File: config.mk
export PLATFORM = sky130hd
export DESIGN_NAME = pll_loop_filter_flat
export DESIGN_NICKNAME = d
export VERILOG_FILES = /design/src/rtl/pll_loop_filter_if.sv /design/src/rtl/pll_loop_filter.sv /design/src/flat_wrapper.sv
export SDC_FILE = /design/constraint.sdc
export NUM_CORES = 1
export LEC_CHECK = 0
export BUFFER_PORTS_ARGS = -buffer_cell sky130_fd_sc_hd__buf_2
export CORE_MARGIN = 4
export CORE_UTILIZATION = 65
export DETAILED_ROUTE_END_ITERATION = 8
export PLACE_DENSITY = 0.95
export SYNTH_ARGS = -nofsm -noshare
export SYNTH_HDL_FRONTEND = slang
export SYNTH_SLANG_ARGS = --single-unit
File: constraint.sdc
create_clock -name clk -period 10.06 [get_ports clk]
set_input_delay 1.006 -clock clk [delete_from_list [all_inputs] [get_ports clk]]
set_output_delay 1.006 -clock clk [all_outputs]
set_load 0.02 [all_outputs]
File: src/rtl/pll_loop_filter_if.sv
// Phase-error in / control-word out bundle between the phase detector, loop filter and NCO.
interface pll_loop_filter_if #(
  parameter int unsigned w  = 17,
  parameter int unsigned ow = 18
) ();
  logic signed [w-1:0]  ang_in;
  logic                 strobe_in;
  logic [3:0]           kp_sh;
  logic [3:0]           ki_sh;
  logic                 hold;
  logic                 int_clear;
  logic signed [ow-1:0] ctl_out;
  logic                 strobe_out;
  logic                 int_sat;

  modport master (
    output ang_in, strobe_in, kp_sh, ki_sh, hold, int_clear,
    input  ctl_out, strobe_out, int_sat
  );

  modport slave (
    input  ang_in, strobe_in, kp_sh, ki_sh, hold, int_clear,
    output ctl_out, strobe_out, int_sat
  );
endinterface

File: src/rtl/pll_loop_filter.sv
// PI loop filter: shift-gain proportional path plus saturating integrator, two-stage pipeline.
module pll_loop_filter #(
  parameter int unsigned w  = 17,
  parameter int unsigned iw = 24,
  parameter int unsigned ow = 18
) (
  input logic              clk,
  input logic              reset,
  pll_loop_filter_if.slave bus
);

  localparam logic signed [iw-1:0] max_val = {1'b0, {(iw-1){1'b1}}};
  localparam logic signed [iw-1:0] min_val = {1'b1, {(iw-1){1'b0}}};

  logic signed [iw-1:0] x, prop, inc;
  logic signed [iw:0]   acc_sum, out_sum;
  logic                 acc_ovf, out_ovf;
  logic signed [iw-1:0] acc_clamped, out_clamped;

  logic signed [iw-1:0] acc_q, acc_d, prop_q;
  logic                 sat1_q, sat1_d, vld1_q;

  logic signed [ow-1:0] ctl_q;
  logic                 int_sat_q, strobe_out_q;

  // Align the error to the integrator MSB, apply gains, form both clamped sums.
  always_comb begin
    x       = {bus.ang_in, {(iw-w){1'b0}}};
    prop    = x >>> bus.kp_sh;
    inc     = x >>> bus.ki_sh;
    acc_sum = {acc_q[iw-1], acc_q} + {inc[iw-1], inc};
    acc_ovf = acc_sum[iw] ^ acc_sum[iw-1];
    if (acc_ovf) acc_clamped = acc_sum[iw] ? min_val : max_val;
    else         acc_clamped = acc_sum[iw-1:0];
    out_sum = {acc_q[iw-1], acc_q} + {prop_q[iw-1], prop_q};
    out_ovf = out_sum[iw] ^ out_sum[iw-1];
    if (out_ovf) out_clamped = out_sum[iw] ? min_val : max_val;
    else         out_clamped = out_sum[iw-1:0];
  end

  // Integrator next state: clear wins over hold and is honoured even without a strobe.
  always_comb begin
    acc_d  = acc_q;
    sat1_d = 1'b0;
    if (bus.int_clear) begin
      acc_d = '0;
    end else if (bus.strobe_in && !bus.hold) begin
      acc_d  = acc_clamped;
      sat1_d = acc_ovf;
    end
  end

  // Stage 1: integrator, registered proportional term and valid flag.
  always_ff @(posedge clk) begin
    if (reset) begin
      acc_q  <= '0;
      prop_q <= '0;
      sat1_q <= 1'b0;
      vld1_q <= 1'b0;
    end else begin
      acc_q  <= acc_d;
      vld1_q <= bus.strobe_in;
      if (bus.strobe_in) begin
        prop_q <= prop;
        sat1_q <= sat1_d;
      end
    end
  end

  // Stage 2: output word and saturation flag, held between strobes.
  always_ff @(posedge clk) begin
    if (reset) begin
      ctl_q        <= '0;
      int_sat_q    <= 1'b0;
      strobe_out_q <= 1'b0;
    end else begin
      strobe_out_q <= vld1_q;
      if (vld1_q) begin
        ctl_q     <= out_clamped[iw-1 -: ow];
        int_sat_q <= sat1_q | out_ovf;
      end
    end
  end

  // Fractional bits below the output word are dropped by design.
  if (ow < iw) begin : g_trunc
    logic unused_frac;
    assign unused_frac = ^out_clamped[iw-ow-1:0];
  end

  assign bus.ctl_out    = ctl_q;
  assign bus.int_sat    = int_sat_q;
  assign bus.strobe_out = strobe_out_q;

endmodule

File: src/flat_wrapper.sv
// flat-port wrapper written by rule: the top's interface ports become plain ports
module pll_loop_filter_flat 
#(
  parameter int unsigned w  = 17,
  parameter int unsigned iw = 24,
  parameter int unsigned ow = 18
)
  (clk, reset, bus_ang_in, bus_strobe_in, bus_kp_sh, bus_ki_sh, bus_hold, bus_int_clear, bus_ctl_out, bus_strobe_out, bus_int_sat);
  pll_loop_filter_if #(.w(w), .ow(ow)) bus_i ();
  input logic clk;
  input logic reset;
  input wire logic [$bits(bus_i.ang_in)-1:0] bus_ang_in;
  input wire logic [$bits(bus_i.strobe_in)-1:0] bus_strobe_in;
  input wire logic [$bits(bus_i.kp_sh)-1:0] bus_kp_sh;
  input wire logic [$bits(bus_i.ki_sh)-1:0] bus_ki_sh;
  input wire logic [$bits(bus_i.hold)-1:0] bus_hold;
  input wire logic [$bits(bus_i.int_clear)-1:0] bus_int_clear;
  output wire logic [$bits(bus_i.ctl_out)-1:0] bus_ctl_out;
  output wire logic [$bits(bus_i.strobe_out)-1:0] bus_strobe_out;
  output wire logic [$bits(bus_i.int_sat)-1:0] bus_int_sat;
  assign bus_i.ang_in = bus_ang_in;
  assign bus_i.strobe_in = bus_strobe_in;
  assign bus_i.kp_sh = bus_kp_sh;
  assign bus_i.ki_sh = bus_ki_sh;
  assign bus_i.hold = bus_hold;
  assign bus_i.int_clear = bus_int_clear;
  assign bus_ctl_out = bus_i.ctl_out;
  assign bus_strobe_out = bus_i.strobe_out;
  assign bus_int_sat = bus_i.int_sat;
  pll_loop_filter #(.w(w), .iw(iw), .ow(ow)) u_core (.clk(clk), .reset(reset), .bus(bus_i));
endmodule
==> impl_metrics.xml, run 1 <==
<?xml version="1.0" encoding="UTF-8"?>
<metrics>
  <group name="floorplanning">
    <metric name="coreArea" unit="mm²">0.00982</metric>
    <metric name="io_pins" unit="">50</metric>
    <metric name="initial_utilization" unit="%">67.4</metric>
    <metric name="die_h" unit="µm">109</metric>
    <metric name="design.die.area" unit="mm²">0.0119</metric>
    <metric name="die_w" unit="µm">109</metric>
    <metric name="core.rowCount" unit="">36</metric>
  </group>
  <group name="detailed_routing">
    <metric name="final_antenna_net_count" unit="">0</metric>
    <metric name="detail_route.wl_per_cell" unit="µm">17.8</metric>
    <metric name="via_count" unit="">6604</metric>
    <metric name="viasPerCell" unit="">6.47</metric>
    <metric name="pre_antenna_drt_iters" unit="">5</metric>
    <metric name="initialDrtViolationCount" unit="">536</metric>
    <metric name="drc_errors" unit="">0</metric>
    <metric name="detail_route.wirelength" unit="µm">18100</metric>
  </group>
  <group name="clocking">
    <metric name="cts_root_buffer" unit="">clkbuf_8</metric>
    <metric name="cts_setup_buffers" unit="">0</metric>
    <metric name="hold_buffers" unit="">0</metric>
    <metric name="cts_buffer_depth" unit="">2</metric>
    <metric name="cts_sinks" unit="">70</metric>
    <metric name="clk_transition_reported_paths" unit="ns">0.08</metric>
    <metric name="cts_repair_resize_count" unit="">0</metric>
    <metric name="clkLatencyLatePin" unit="ns">0.36</metric>
    <metric name="numCtsBuffers" unit="">9</metric>
    <metric name="clock_tree.htree_level_count" unit="">3</metric>
    <metric name="cts_tree" unit="">done</metric>
  </group>
  <group name="critical_path">
    <metric name="timing_worst_setup_path_type" unit="">input pin to flip-flop</metric>
    <metric name="cp_top_delay_family" unit="">compound AO/OA/AOI/OAI gates</metric>
    <metric name="r2r-end" unit="">u_core.acc_q[2]$_SDFFE_PP0P_</metric>
    <metric name="biggest_fanout_along_the_worst_timing_path" unit="">23</metric>
    <metric name="timing.critical_path.cells" unit="">buf_2 -&gt; mux2_2 -&gt; o21ai_0 -&gt; o21ai_0 -&gt; a22oi_1 -&gt; inv_1 -&gt; ha_1 -&gt; a211oi_2 -&gt; o21a_1 -&gt; o31a_1 -&gt; o211ai_1 -&gt; a31oi_1 -&gt; xor2_1 -&gt; o21ai_1 -&gt; buf_4 -&gt; a21oi_1 -&gt; nor2_1</metric>
    <metric name="critical_path_depth" unit="">17</metric>
    <metric name="worstRegToRegCells" unit="">12</metric>
    <metric name="worst_path_most_repeated_cell" unit="">o21ai_0</metric>
    <metric name="critPathBufInv" unit="">3</metric>
    <metric name="timing.rr.start" unit="">u_core.acc_q[0]$_SDFFE_PP0P_</metric>
    <metric name="cpPeakStageDelay" unit="ns">0.50</metric>
    <metric name="cp_slowest_cell" unit="">xor2_1</metric>
    <metric name="worst_setup_path_startpoint" unit="">bus_ki_sh[1]</metric>
    <metric name="worst_setup_path_start_kind" unit="">input pin</metric>
    <metric name="worstPathArrival" unit="ns">5.32</metric>
    <metric name="setup.worst_path.end_class" unit="">flip-flop</metric>
    <metric name="critical_path_sink" unit="">u_core.acc_q[7]$_SDFFE_PP0P_</metric>
    <metric name="reg2reg_slack" unit="ns">6.68</metric>
    <metric name="cp.required" unit="ns">10.31</metric>
  </group>
  <group name="timing">
    <metric name="clock-skew-final" unit="ns">0.0103</metric>
    <metric name="final_max_slew_viol_count" unit="">0</metric>
    <metric name="achievable-frequency" unit="MHz">197</metric>
    <metric name="relSlewSlack" unit="%">35.3</metric>
    <metric name="grt_setup_unrepaired" unit="">false</metric>
    <metric name="final.hold.worst_slack" unit="ns">0.473</metric>
    <metric name="setup-violations-final" unit="">0</metric>
    <metric name="worst_pin_slew" unit="ns">0.965</metric>
    <metric name="layout_min_cycle_time" unit="ns">5.08</metric>
    <metric name="final-hold-violation-count" unit="">0</metric>
    <metric name="final.setup.tns" unit="ns">0</metric>
    <metric name="min_period_over_period" unit="%">50.5</metric>
  </group>
  <group name="power">
    <metric name="worst_ir_drop_vdd" unit="V">0.0000683</metric>
    <metric name="pwr-share-seq" unit="%">34.1</metric>
    <metric name="p_sw" unit="mW">0.323</metric>
    <metric name="leakagePower" unit="nW">3.04</metric>
    <metric name="sw_frac_of_total" unit="%">35.8</metric>
    <metric name="power_frac_clock" unit="%">31.6</metric>
    <metric name="power_density" unit="mW/mm²">127</metric>
    <metric name="part_of_the_total_power_dissipated_in_combinational_logic" unit="%">34.2</metric>
    <metric name="intPower" unit="mW">0.578</metric>
  </group>
  <group name="grt">
    <metric name="vias_in_the_first_global_route" unit="">6171</metric>
    <metric name="initial_antenna_violation_count" unit="">0</metric>
    <metric name="globalRouteOverflowTotal" unit="">0</metric>
    <metric name="global_route.usage.total" unit="%">31.3</metric>
    <metric name="grt_pass1_wl" unit="µm">29900</metric>
    <metric name="grt_start_max_net_pins" unit="">49</metric>
  </group>
  <group name="finish">
    <metric name="layout-drive-gt1-share" unit="%">13.7</metric>
    <metric name="layout.core_utilization" unit="%">72.1</metric>
    <metric name="finish.cell_count_without_fillers" unit="">1021</metric>
    <metric name="number_of_antenna_diodes" unit="">0</metric>
    <metric name="area_delta_synth_final" unit="%">7.08</metric>
    <metric name="fin_nets" unit="">961</metric>
    <metric name="fillerInstances" unit="">749</metric>
  </group>
  <group name="synth">
    <metric name="ys_async_sr_fraction" unit="%">0</metric>
    <metric name="yosys-top-cells-count" unit="">116 x nor2_1, 87 x a21oi_1, 81 x nand2_1, 80 x o21ai_0, 70 x dfxtp_1</metric>
    <metric name="synthFlopType" unit="">dfxtp_1</metric>
    <metric name="yosysMostFrequentCell" unit="">nor2_1</metric>
    <metric name="yosys.cell_types.count" unit="">66</metric>
    <metric name="synth_top_cells_by_area" unit="">dfxtp_1 21%, ha_1 8.9%, mux2i_1 7.6%</metric>
    <metric name="postSynthAreaPerCell" unit="µm²">7.58</metric>
    <metric name="synth-seq-cells" unit="">70</metric>
    <metric name="synth.yosys.warnings" unit="">0</metric>
    <metric name="post-synth-top-area-fraction" unit="%">21.2</metric>
    <metric name="synthesis.instances" unit="">872</metric>
    <metric name="synth_enable_flop_cells" unit="">0</metric>
    <metric name="synthDominantAreaCellType" unit="">dfxtp_1</metric>
    <metric name="syn-cell-area" unit="mm²">0.00661</metric>
    <metric name="synth.yosys.seq_area_share" unit="%">21.2</metric>
    <metric name="synth_fp_nets" unit="">950</metric>
  </group>
  <group name="outcome">
    <metric name="outcome" unit="">finished clean</metric>
  </group>
  <group name="placed_design">
    <metric name="place_congestion" unit="">0.973</metric>
    <metric name="dp.cells" unit="">1005</metric>
    <metric name="portBuffers" unit="">49</metric>
    <metric name="post-dp-hpwl" unit="µm">13600</metric>
  </group>
  <group name="worst_hold_path">
    <metric name="min_from" unit="">u_core.prop_q[17]$_SDFFE_PP0P_</metric>
    <metric name="worstHoldPathType" unit="">flip-flop to flip-flop</metric>
  </group>
  <group name="run">
    <metric name="timing.max_cap.violations" unit="">0</metric>
  </group>
</metrics>
-- layout make-up --
cell class	instances	area, µm²	share of cell area [%]
Inverter	23	86.3	1.22
Multi-Input combinational cell	726	4910	69.3
Sequential cell	70	1400	19.8
Clock inverter	7	121	1.71
Clock buffer	9	124	1.75
Tap cell	133	166	2.35
Timing Repair Buffer	53	275	3.89
-- placed cells by master (no fill, tap or decap), types with 9 or more instances in the layout --
cell type / count
o21ai_0: 80
a211oi_2: 10
a21oi_1: 87
xor2_1: 16
a211oi_1: 23
o211ai_1: 9
dfxtp_1: 70
clkbuf_8: 9
xnor2_1: 15
nand2_1: 81
ha_1: 47
mux2i_1: 50
nand4_1: 10
a21o_1: 12
nand3_1: 12
buf_2: 49
o21a_1: 11
maj3_1: 10
nor2b_1: 10
nor3_1: 11
a31oi_1: 10
inv_1: 21
nor2_1: 116
maj3_2: 9
mux2_2: 15
-- worst min path at each step --
stage,end,slack [ns],cells past startpoint
after detailed placement,u_core.prop_q[17]$_SDFFE_PP0P_,0.46,2
after global placement,u_core.prop_q[16]$_SDFFE_PP0P_,0.46,2
after CTS,u_core.prop_q[17]$_SDFFE_PP0P_,0.47,2
final,u_core.prop_q[17]$_SDFFE_PP0P_,0.47,2
after global routing,u_core.prop_q[21]$_SDFFE_PP0P_,0.50,2
after floorplan,u_core.prop_q[15]$_SDFFE_PP0P_,0.45,2
-- metal layers --
layer | wire [µm] | part of all wire [%] | vias up | track usage, %
li1 | - | - | 3195 | -
met1 | 7620 | 42 | 3034 | 40.5
met2 | 8250 | 46 | 316 | 52.0
met3 | 1570 | 8.6 | 59 | 4.56
met4 | 690 | 3.8 | 0 | 13.2
met5 | 0 | 0 | - | 0
-- registers in the layout, summed over array words and instances (netlist names) --
signal / cells
u_core.bus.strobe_out: 1
u_core.bus.ctl_out: 18
u_core.prop_q: 24
u_core.sat1_q: 1
u_core.vld1_q: 1
u_core.acc_q: 24
u_core.bus.int_sat: 1
-- worst register-to-register path, delay by kind of cell (launching register included) --
family	cells	cell delay (ns)
AO/OA/AOI/OAI	6	1.63
adder cells (fa/ha/maj)	2	0.62
buffers and inverters	2	0.30
flip-flops	1	0.42
AND/OR/NAND/NOR	2	0.35
-- cell families (layout without fill, tap and decap cells) --
kind of cell / count (synthesis) / after routing / share of synthesized area (%)
buffers and inverters: 76 / 92 / 4.62
muxes: 70 / 70 / 11.8
AOI/OAI and AO/OA: 289 / 289 / 28.2
adders and majority gates: 67 / 67 / 12.2
and+or+nand+nor: 268 / 268 / 17.6
DFF: 70 / 70 / 21.2
xor gates and xnor gates: 32 / 32 / 4.35
-- metrics by stage --
step	instance area (µm²)	setup WS [ns]	total power [mW]
floorplan	6610	5.51	0.544
global placement	6840	4.91	0.605
detailed placement	6840	4.79	0.612
CTS	7080	5.08	0.893
global route	7080	4.59	0.944
finish	7080	4.98	0.901
-- power groups by stage --
stage,logic (mW),registers [mW],clock network [mW]
finish,0.308,0.308,0.285
CTS,0.302,0.307,0.284
floorplan,0.228,0.316,0
detailed placement,0.299,0.313,0
global placement,0.293,0.312,0
global route,0.338,0.309,0.297
(Power assumes the default switching activity.)
==> inputs of run 2 (changes only) <==
--- a/config.mk
+++ b/config.mk
@@ -7,9 +7,9 @@
 export LEC_CHECK = 0
 export BUFFER_PORTS_ARGS = -buffer_cell sky130_fd_sc_hd__buf_2
 export CORE_MARGIN = 4
-export CORE_UTILIZATION = 65
+export CORE_UTILIZATION = 56
 export DETAILED_ROUTE_END_ITERATION = 8
-export PLACE_DENSITY = 0.95
+export PLACE_DENSITY = 0.9
 export SYNTH_ARGS = -nofsm -noshare
 export SYNTH_HDL_FRONTEND = slang
 export SYNTH_SLANG_ARGS = --single-unit
==> constraint.sdc (replaced) <==
create_clock -name clk -period 4.4 [get_ports clk]
set_input_delay 0.44 -clock clk [delete_from_list [all_inputs] [get_ports clk]]
set_output_delay 0.44 -clock clk [all_outputs]
set_load 0.02 [all_outputs]
==> run 2 against run 1 <==
Sequential power is 130% higher. First-iteration DRC count is 58% higher. Final cell count is 1.7% higher. Hold slack worse by 0.19 ns. Power grew to 2.6 times the previous value. Utilization is 8.7 points lower. Routed wire length is 1.8% higher.
==> impl_metrics.xml, run 2 (synthesis results as in run 1) <==
<?xml version="1.0" encoding="UTF-8"?>
<metrics>
  <group name="clocking">
    <metric name="cts_sinks" unit="">70</metric>
    <metric name="numCtsBuffers" unit="">9</metric>
    <metric name="clk_transition_reported_paths" unit="ns">0.06</metric>
    <metric name="cts_buffer_depth" unit="">2</metric>
    <metric name="cts_tree" unit="">done</metric>
    <metric name="clock_tree.htree_level_count" unit="">3</metric>
    <metric name="cts_root_buffer" unit="">clkbuf_16</metric>
    <metric name="clkLatencyLatePin" unit="ns">0.33</metric>
  </group>
  <group name="timing">
    <metric name="post-route-worst-setup-slack" unit="ns">0.309</metric>
    <metric name="layout_min_cycle_time" unit="ns">4.09</metric>
    <metric name="final_max_slew_viol_count" unit="">0</metric>
    <metric name="min_period_over_period" unit="%">93.0</metric>
    <metric name="achievable-frequency" unit="MHz">244</metric>
    <metric name="clock-skew-final" unit="ns">0.00514</metric>
    <metric name="relSlewSlack" unit="%">22.0</metric>
    <metric name="setup-violations-final" unit="">0</metric>
    <metric name="final-hold-violation-count" unit="">0</metric>
    <metric name="grt_setup_unrepaired" unit="">false</metric>
    <metric name="worst_pin_slew" unit="ns">1.17</metric>
  </group>
  <group name="detailed_routing">
    <metric name="drc_errors" unit="">0</metric>
    <metric name="detail_route.wl_per_cell" unit="µm">17.8</metric>
    <metric name="viasPerCell" unit="">6.43</metric>
    <metric name="initialDrtViolationCount" unit="">848</metric>
    <metric name="detail_route.wirelength" unit="µm">18500</metric>
    <metric name="final_antenna_net_count" unit="">0</metric>
    <metric name="pre_antenna_drt_iters" unit="">6</metric>
    <metric name="via_count" unit="">6672</metric>
  </group>
  <group name="finish">
    <metric name="layout-drive-gt1-share" unit="%">14.3</metric>
    <metric name="number_of_antenna_diodes" unit="">0</metric>
    <metric name="fillerInstances" unit="">906</metric>
    <metric name="area_delta_synth_final" unit="%">10.0</metric>
    <metric name="mostFrequentLayoutCell" unit="">nor2_1</metric>
    <metric name="fin_nets" unit="">968</metric>
    <metric name="mostFrequentLayoutCells" unit="">116 x nor2_1, 87 x a21oi_1, 81 x nand2_1</metric>
    <metric name="finish.instance_area" unit="mm²">0.00728</metric>
  </group>
  <group name="placed_design">
    <metric name="portBuffers" unit="">49</metric>
    <metric name="placement.cell_area" unit="mm²">0.00690</metric>
    <metric name="place_congestion" unit="">0.997</metric>
    <metric name="post-dp-hpwl" unit="µm">13500</metric>
    <metric name="dpl_worst_slack" unit="ns">-0.0409</metric>
  </group>
  <group name="critical_path">
    <metric name="worstPathArrival" unit="ns">4.31</metric>
    <metric name="cp.required" unit="ns">4.62</metric>
    <metric name="setup.worst_path.end_class" unit="">flip-flop</metric>
    <metric name="reg2reg_slack" unit="ns">1.02</metric>
    <metric name="biggest_fanout_along_the_worst_timing_path" unit="">17</metric>
    <metric name="worst_setup_path_start_kind" unit="">input pin</metric>
    <metric name="timing_worst_setup_path_type" unit="">input pin to flip-flop</metric>
  </group>
  <group name="floorplanning">
    <metric name="core.rowCount" unit="">39</metric>
    <metric name="die_h" unit="µm">117</metric>
    <metric name="design.die.area" unit="mm²">0.0136</metric>
    <metric name="io_pins" unit="">50</metric>
    <metric name="initial_utilization" unit="%">57.7</metric>
    <metric name="die_w" unit="µm">117</metric>
    <metric name="coreArea" unit="mm²">0.0115</metric>
  </group>
  <group name="grt">
    <metric name="globalRouteOverflowTotal" unit="">0</metric>
    <metric name="global_route.usage.total" unit="%">27.3</metric>
    <metric name="vias_in_the_first_global_route" unit="">5993</metric>
    <metric name="grt_pass1_wl" unit="µm">29500</metric>
    <metric name="initial_antenna_violation_count" unit="">0</metric>
    <metric name="grt_start_max_net_pins" unit="">49</metric>
  </group>
  <group name="worst_hold_path">
    <metric name="worstHoldPathType" unit="">input pin to flip-flop</metric>
  </group>
  <group name="power">
    <metric name="leakagePower" unit="nW">3.13</metric>
    <metric name="power_density" unit="mW/mm²">317</metric>
    <metric name="worst_ir_drop_vdd" unit="V">0.000303</metric>
  </group>
  <group name="run">
    <metric name="timing.max_cap.violations" unit="">0</metric>
  </group>
  <group name="outcome">
    <metric name="outcome" unit="">finished clean</metric>
  </group>
</metrics>
-- run 2: timing repair --
action,CTS,global route
resized for setup,0,2
endpoints found under the setup margin,0,15
buffers inserted,0,0
hold buffers,0,0
-- run 2: worst max-delay path, cell delays in order --
cell       delay, ns
buf_2           0.25
buf_4           0.24
mux2_2          0.36
o21ai_0         0.26
mux2i_1         0.17
mux2_2          0.31
ha_1            0.31
a21o_1          0.18
a21o_1          0.17
a21oi_1         0.17
o21ai_0         0.21
a2111oi_4       0.47
o21ai_1         0.16
buf_4           0.21
a21boi_0        0.14
o221a_2         0.24
-- run 2: where the power goes --
group          internal (mW)  total [mW]  switching, mW
clock                  0.611       0.886          0.275
combinational          0.279       0.721          0.442
sequential             0.674       0.704         0.0298
total                   1.56        2.31          0.746
-- run 2: path summary, 6_finish.rpt --
check / endpoint / start / cells past startpoint
max: u_core.acc_q[22]$_SDFFE_PP0P_ / bus_ki_sh[1] / 16
min: u_core.acc_q[23]$_SDFFE_PP0P_ / bus_int_clear / 2
max reg2reg: u_core.bus.ctl_out[14]$_SDFFE_PP0P_ / u_core.acc_q[8]$_SDFFE_PP0P_ / 10
min reg2reg: u_core.bus.ctl_out[3]$_SDFFE_PP0P_ / u_core.bus.ctl_out[3]$_SDFFE_PP0P_ / 2
-- run 2: cell type report --
cell class                      count  area (µm²)  share of cell area, %
Clock buffer                       10         229                   3.15
Clock inverter                      6         134                   1.84
Inverter                           23        86.3                   1.19
Multi-Input combinational cell    726        4920                   67.6
Sequential cell                    70        1400                   19.3
Tap cell                          143         179                   2.46
Timing Repair Buffer               60         328                   4.50
-- run 2: per-stage QoR --
step	hold WS, ns	std cells	util (%)	TNS (ns)	total power [mW]
global placement	0.461	1022	60.2	0	1.39
global route	0.298	1038	63.5	0	2.41
floorplan	0.445	872	-	0	1.24
finish	0.286	1038	63.5	0	2.31
CTS	0.288	1038	63.3	0	2.29
detailed placement	0.472	1022	60.2	-0.132	1.41
-- run 2: layer usage --
layer | part of all wire [%] | wire length (µm) | vias up | GRT usage, %
li1 | - | - | 3220 | -
met1 | 43 | 7880 | 3078 | 34.8
met2 | 46 | 8500 | 315 | 45.8
met3 | 7.1 | 1310 | 59 | 3.73
met4 | 4.1 | 763 | 0 | 12.4
met5 | 0 | 0 | - | 0
